`config.mk`:
```
export PLATFORM = sky130hd
export DESIGN_NAME = plb_responder
export DESIGN_NICKNAME = d
export VERILOG_FILES = /design/src/rtl/mpt_pkg.sv /design/src/rtl/plb_tag_match.sv /design/src/rtl/plb_responder.sv
export SDC_FILE = /design/constraint.sdc
export NUM_CORES = 2
export LEC_CHECK = 0
export CAP_MARGIN = 30
export CELL_PAD_IN_SITES_DETAIL_PLACEMENT = 1
export CELL_PAD_IN_SITES_GLOBAL_PLACEMENT = 1
export CORE_AREA = 2 2 230 255
export DETAILED_ROUTE_END_ITERATION = 16
export DIE_AREA = 0 0 232 257
export PLACE_DENSITY = 0.78
export SETUP_SLACK_MARGIN = 0.3
export SYNTH_ARGS = -nofsm -noshare
export SYNTH_HDL_FRONTEND = slang
export SYNTH_SLANG_ARGS = --single-unit
```
`constraint.sdc`:
```
create_clock -name clk_i -period 26.4 [get_ports clk_i]
set_input_delay 5.28 -clock clk_i [delete_from_list [all_inputs] [get_ports clk_i]]
set_output_delay 5.28 -clock clk_i [all_outputs]
set_load 0.05 [all_outputs]
```
`src/rtl/mpt_pkg.sv`:
```
// Shared PLB definitions: entry layout, write-op encodings and the lookup
// response values that the lookup stage decodes.
package mpt_pkg;

    localparam int unsigned PLB_MEM_ADDR_WIDTH = 64;
    localparam int unsigned PLB_PAGE_SHIFT     = 12;

    typedef struct packed {
        logic                                         valid;
        logic [PLB_MEM_ADDR_WIDTH-PLB_PAGE_SHIFT-1:0] tag;
    } plb_entry_t;

    localparam logic PLB_OP_INVALIDATE = 1'b0;
    localparam logic PLB_OP_INSERT     = 1'b1;

    localparam logic [63:0] PLB_HIT  = 64'h1;
    localparam logic [63:0] PLB_MISS = 64'h0;

    typedef enum logic [1:0] {
        PLB_REQ_LOOKUP,
        PLB_REQ_INSERT,
        PLB_REQ_INVALIDATE,
        PLB_REQ_BAD_BE
    } plb_req_e;

endpackage

```
`src/rtl/plb_tag_match.sv`:
```
// Combinational tag compare across all PLB entries, with lowest-index
// priority for both the match and the first free slot.
module plb_tag_match #(
    parameter int unsigned PLB_ENTRIES = 8,
    parameter int unsigned TAG_W       = 52,
    parameter int unsigned IDX_W       = 3
) (
    input  logic [TAG_W-1:0]                   tag,
    input  logic [PLB_ENTRIES-1:0]             entry_valid,
    input  logic [PLB_ENTRIES-1:0][TAG_W-1:0]  entry_tag,
    output logic                               hit,
    output logic [IDX_W-1:0]                   match_idx,
    output logic                               any_free,
    output logic [IDX_W-1:0]                   free_idx
);

    always_comb begin
        hit       = 1'b0;
        match_idx = '0;
        any_free  = 1'b0;
        free_idx  = '0;
        // Scan high to low so the lowest index is the last one written.
        for (int unsigned i = PLB_ENTRIES; i > 0; i--) begin
            if (entry_valid[i-1] && (entry_tag[i-1] == tag)) begin
                hit       = 1'b1;
                match_idx = IDX_W'(i - 1);
            end
            if (!entry_valid[i-1]) begin
                any_free = 1'b1;
                free_idx = IDX_W'(i - 1);
            end
        end
    end

endmodule

```
`src/rtl/plb_responder.sv`:
```
// Fully-associative Permission Lookaside Buffer acting as the MEM/SRAM slave
// of the PLB lookup stage: lookups answer hit/miss, walker writes fill/invalidate.
module plb_responder
    import mpt_pkg::*;
#(
    parameter int unsigned PLB_ENTRIES    = 8,
    parameter int unsigned MEM_ADDR_WIDTH = 64,
    parameter int unsigned MEM_DATA_WIDTH = 64,
    parameter int unsigned PAGE_SHIFT     = 12,
    parameter int unsigned COUNTER_WIDTH  = 32
) (
    input  logic                        clk_i,
    input  logic                        rst_i,
    input  logic                        plb_slave_mem_req,
    output logic                        plb_slave_mem_gnt,
    output logic                        plb_slave_mem_valid,
    input  logic [MEM_ADDR_WIDTH-1:0]   plb_slave_mem_addr,
    output logic [MEM_DATA_WIDTH-1:0]   plb_slave_mem_rdata,
    input  logic [MEM_DATA_WIDTH-1:0]   plb_slave_mem_wdata,
    input  logic                        plb_slave_mem_we,
    input  logic [MEM_DATA_WIDTH/8-1:0] plb_slave_mem_be,
    output logic                        plb_slave_mem_error,
    input  logic                        flush_i,
    output logic [COUNTER_WIDTH-1:0]    hit_count_o,
    output logic [COUNTER_WIDTH-1:0]    miss_count_o
);

    localparam int unsigned TAG_W = MEM_ADDR_WIDTH - PAGE_SHIFT;
    localparam int unsigned IDX_W = $clog2(PLB_ENTRIES);

    logic [PLB_ENTRIES-1:0]            entry_valid;
    logic [PLB_ENTRIES-1:0][TAG_W-1:0] entry_tag;
    logic [IDX_W-1:0]                  repl_ptr;

    logic [TAG_W-1:0] req_tag;
    logic             hit;
    logic [IDX_W-1:0] match_idx;
    logic             any_free;
    logic [IDX_W-1:0] free_idx;
    plb_req_e         req_kind;
    logic             unused_bits;

    assign req_tag           = plb_slave_mem_addr[MEM_ADDR_WIDTH-1:PAGE_SHIFT];
    assign plb_slave_mem_gnt = plb_slave_mem_req && !flush_i && !rst_i;
    assign unused_bits       = ^{plb_slave_mem_wdata[MEM_DATA_WIDTH-1:1],
                                 plb_slave_mem_addr[PAGE_SHIFT-1:0]};

    plb_tag_match #(
        .PLB_ENTRIES (PLB_ENTRIES),
        .TAG_W       (TAG_W),
        .IDX_W       (IDX_W)
    ) u_tag_match (
        .tag         (req_tag),
        .entry_valid (entry_valid),
        .entry_tag   (entry_tag),
        .hit         (hit),
        .match_idx   (match_idx),
        .any_free    (any_free),
        .free_idx    (free_idx)
    );

    always_comb begin
        req_kind = PLB_REQ_LOOKUP;
        if (plb_slave_mem_we) begin
            if (!(&plb_slave_mem_be)) begin
                req_kind = PLB_REQ_BAD_BE;
            end else begin
                case (plb_slave_mem_wdata[0])
                    PLB_OP_INSERT:     req_kind = PLB_REQ_INSERT;
                    PLB_OP_INVALIDATE: req_kind = PLB_REQ_INVALIDATE;
                    default:           req_kind = PLB_REQ_BAD_BE;
                endcase
            end
        end
    end

    always_ff @(posedge clk_i or posedge rst_i) begin
        if (rst_i) begin
            entry_valid         <= '0;
            entry_tag           <= '0;
            repl_ptr            <= '0;
            plb_slave_mem_valid <= 1'b0;
            plb_slave_mem_rdata <= '0;
            plb_slave_mem_error <= 1'b0;
            hit_count_o         <= '0;
            miss_count_o        <= '0;
        end else begin
            plb_slave_mem_valid <= plb_slave_mem_gnt;
            if (flush_i) begin
                entry_valid <= '0;
            end else if (plb_slave_mem_gnt) begin
                plb_slave_mem_rdata <= MEM_DATA_WIDTH'(PLB_MISS);
                plb_slave_mem_error <= 1'b0;
                case (req_kind)
                    PLB_REQ_LOOKUP: begin
                        if (hit) begin
                            plb_slave_mem_rdata <= MEM_DATA_WIDTH'(PLB_HIT);
                            if (hit_count_o != '1) hit_count_o <= hit_count_o + 1'b1;
                        end else begin
                            if (miss_count_o != '1) miss_count_o <= miss_count_o + 1'b1;
                        end
                    end
                    PLB_REQ_INSERT: begin
                        if (!hit) begin
                            if (any_free) begin
                                entry_valid[free_idx] <= 1'b1;
                                entry_tag[free_idx]   <= req_tag;
                            end else begin
                                entry_tag[repl_ptr] <= req_tag;
                                repl_ptr            <= repl_ptr + 1'b1;
                            end
                        end
                    end
                    PLB_REQ_INVALIDATE: begin
                        if (hit) entry_valid[match_idx] <= 1'b0;
                    end
                    default: plb_slave_mem_error <= 1'b1;
                endcase
            end
        end
    end

endmodule
```
==> impl_metrics.py <==
metrics = {
    "sta": {
        "setup_violations": 0,
        "rsz0062_at_grt": "no",
        "fmax_mhz": 75.5,
        "fin_skew_ns": 0.0296,
        "tns_ns": 0,
        "worst_slew_pin_slew_ns": 1.03,
        "slew_viol_final": 0,
        "min_period_ns": 13.25,
        "hold_violations": 0,
        "finalCritPeriodShare_pct": 50.2,
        "maxSlewHeadroom_pct": 31.1,
    },
    "final_layout": {
        "n_fill_cell": 5856,
        "register_area_sq_um": 12400,
        "drive_gt1_share_pct": 24.3,
        "areaGrowthSynthToFinish_pct": 13.0,
        "nets": 2300,
        "stdcell_area_sq_um": 28700,
        "multi_input_area_sq_um": 11600,
    },
    "global_route": {
        "antenna_found_initial": 1,
        "grt_max_degree": 182,
        "gr-usage-met1_pct": 28.9,
        "gr-max-usage-layer": "met2",
        "grt_pass1_vias": 18000,
        "grtUsageMet2_pct": 40.4,
        "grt_use_total_pct": 23.7,
        "grt_first_pass_wirelength_um": 107000,
        "use_met3_pct": 4.94,
        "grt_overflow": 0,
    },
    "logic_synthesis": {
        "syn_inst": 2061,
        "yosys_warnings": 0,
        "synth_flop_cell": "dfrtp_1",
        "syn_area_sq_um": 25400,
        "synth_seq_cells": 494,
        "synth_area_leaders": "dfrtp_1 (49%), mux2_2 (15%), xor2_1 (7.9%), xnor2_1 (6.6%), buf_4 (3.1%)",
        "synth_top_cell_area_share_pct": 48.7,
        "synth_edf_count": 0,
        "yosys.area.top_type": "dfrtp_1",
        "synth_cell_types": 60,
        "yosys-top-cells-count": "dfrtp_1 (494), mux2_2 (328), xor2_1 (228), xnor2_1 (190), buf_4 (106)",
        "synthArstFlopShare_pct": 100,
        "syn_avg_cell_area_sq_um": 12.3,
        "yosysMostFrequentCell": "dfrtp_1",
        "yosysSeqAreaShare_pct": 48.7,
    },
    "cts": {
        "cts_htree_levels": 2,
        "clk_pin_slew_worst_paths_ns": 0.06,
        "cts_buffers": 52,
        "cts_resized": 0,
        "holdBufCountCts": 0,
        "cts_tree": "yes",
        "post_cts_buffers": 0,
        "cts_root_buffer": "clkbuf_16",
        "clk_latency_ns": 0.62,
        "clock_sinks": 494,
        "clockBufferDepth": 3,
    },
    "place": {
        "place_congestion": 0.828,
        "numPortBuffers": 133,
        "dp_hpwl_um": 45900,
        "placed_cell_area_sq_um": 26900,
    },
    "run": {
        "drv_cap": 0,
    },
    "route": {
        "wl_um": 69600,
        "postRouteAntennaNets": 0,
        "dr.pass1.iters": 5,
        "avgRoutedWirePerCell_um": 23.6,
        "drt_iter0_drc": 831,
        "vias": 16200,
        "vias_per_cell": 5.48,
        "drc": 0,
    },
    "setup_path": {
        "cp_num_buf_inv": 4,
        "cp_top_family": "buffers and inverters",
        "crit_type": "in -> out",
        "worstPathArrival_ns": 7.97,
        "end_kind": "output pin",
        "crit_fanout": 105,
        "cp_slowest_cell": "clkdlybuf4s50_1",
        "critical-path-max-stage-delay_ns": 0.83,
        "startpoint_type": "primary input",
        "critical_path.most_common_cell": "clkdlybuf4s50_1",
        "required_ns": 21.12,
        "path_cells": "clkdlybuf4s50_1 -> inv_8 -> nand2_1 -> or2_2 -> inv_1 -> clkdlybuf4s50_1",
    },
    "floorplanning": {
        "core_sq_um": 57000,
        "ios": 272,
        "die_h_um": 257,
        "fp.dieW_um": 232,
        "die_area_sq_um": 59600,
        "rows": 92,
        "floorplan.initialDensity_pct": 44.5,
    },
    "pwr": {
        "p_per_area_nw_per_um2": 57.3,
        "power.leakage_nw": 14.2,
        "vdd_drop_max_uv": 49.4,
    },
    "outcome": {
        "status": "complete, no violations",
    },
    "min_path": {
        "min_path_type": "reg -> reg",
    },
}
## placed cells by master, fill, tap and decap left out, types with 25 or more instances in the layout
cell and n:
dfrtp_1 494, mux2_2 328, nor2_1 35, nand2b_1 25, mux2_1 28, xnor2_1 190
xor2_1 228, buf_4 55, clkbuf_16 53, conb_1 63, nand4_1 83, nand2_1 43
inv_1 60, mux2_4 48, nor4_1 66, clkdlybuf4s50_1 133
## worst reg2reg max path, delay by kind of cell (launching register included)
| family | cells | cell delay [ns] |
|---|---|---|
| buffers and inverters | 2 | 0.93 |
| AO/OA/AOI/OAI | 1 | 0.33 |
| XOR/XNOR | 1 | 0.18 |
| AND/OR/NAND/NOR | 6 | 2.30 |
| flip-flops | 1 | 0.40 |
| multiplexers | 1 | 0.46 |
## per-stage QoR
step                      setup slack (ns)  utilization (%)  cells  power [mW]  hold slack, ns
after global routing                 12.93             50.3   2947        1.70           0.510
after CTS                            13.09             50.2   2943        1.66           0.493
after global placement               13.17             47.2   2848       0.919           0.472
after floorplan                       3.41                -   2123       0.880           0.478
after detailed placement             13.12             47.3   2850       0.923           0.482
final                                13.15             50.3   2950        1.64           0.493
## worst paths after layout
| path | cells past startpoint | startpoint | slack (ns) | endpoint |
|---|---|---|---|---|
| max | 6 | rst_i | 13.15 | plb_slave_mem_gnt |
| min | 1 | miss_count_o[28] | 0.49 | miss_count_o[28] |
| max reg2reg | 11 | entry_tag[122] | 21.66 | entry_tag[207] |
| min reg2reg | 1 | miss_count_o[28] | 0.49 | miss_count_o[28] |
| max in group asynchronous | 4 | rst_i | 18.93 | entry_tag[338] |
| min in group asynchronous | 2 | rst_i | 5.21 | hit_count_o[3] |
## state kept, by name, indices dropped and copies added, names as in the netlist
register / flops
miss_count_o: 32
plb_slave_mem_rdata: 1
plb_slave_mem_valid: 1
repl_ptr: 3
entry_valid: 8
plb_slave_mem_error: 1
hit_count_o: 32
entry_tag: 416
## per-layer routing
metal / wire length [um] / vias up
met5: 0 / -
met4: 2950 / 0
met3: 3730 / 132
met2: 34300 / 391
met1: 28700 / 8459
li1: - / 7185
## area by class of cell
class / instances / share of cell area [%]
Inverter: 61 / 0.825
Sequential cell: 494 / 43.1
Clock buffer: 77 / 5.21
Tap cell: 752 / 3.28
Clock inverter: 16 / 0.659
Antenna cell: 3 / 0.0262
Multi-Input combinational cell: 1352 / 40.4
Timing Repair Buffer: 195 / 6.44
## kinds of logic (layout without fill, tap and decap cells)
group	Yosys count	count (layout)	synth area share [%]
adders and majority gates	3	3	0.148
AOI/OAI and AO/OA	89	89	2.54
xor gates and xnor gates	418	418	14.4
and+or+nand+nor	360	360	8.41
DFF	494	494	48.7
buffers and inverters	277	349	6.51
muxes	419	419	19.2
other	1	66	0.0148
## where the power goes
| group | total (mW) | switching, mW | internal, mW |
|---|---|---|---|
| clock | 0.734 | 0.313 | 0.422 |
| sequential | 0.765 | 0.00394 | 0.761 |
| combinational | 0.145 | 0.104 | 0.0404 |
Note: power is estimated with default switching activity, not from simulation.
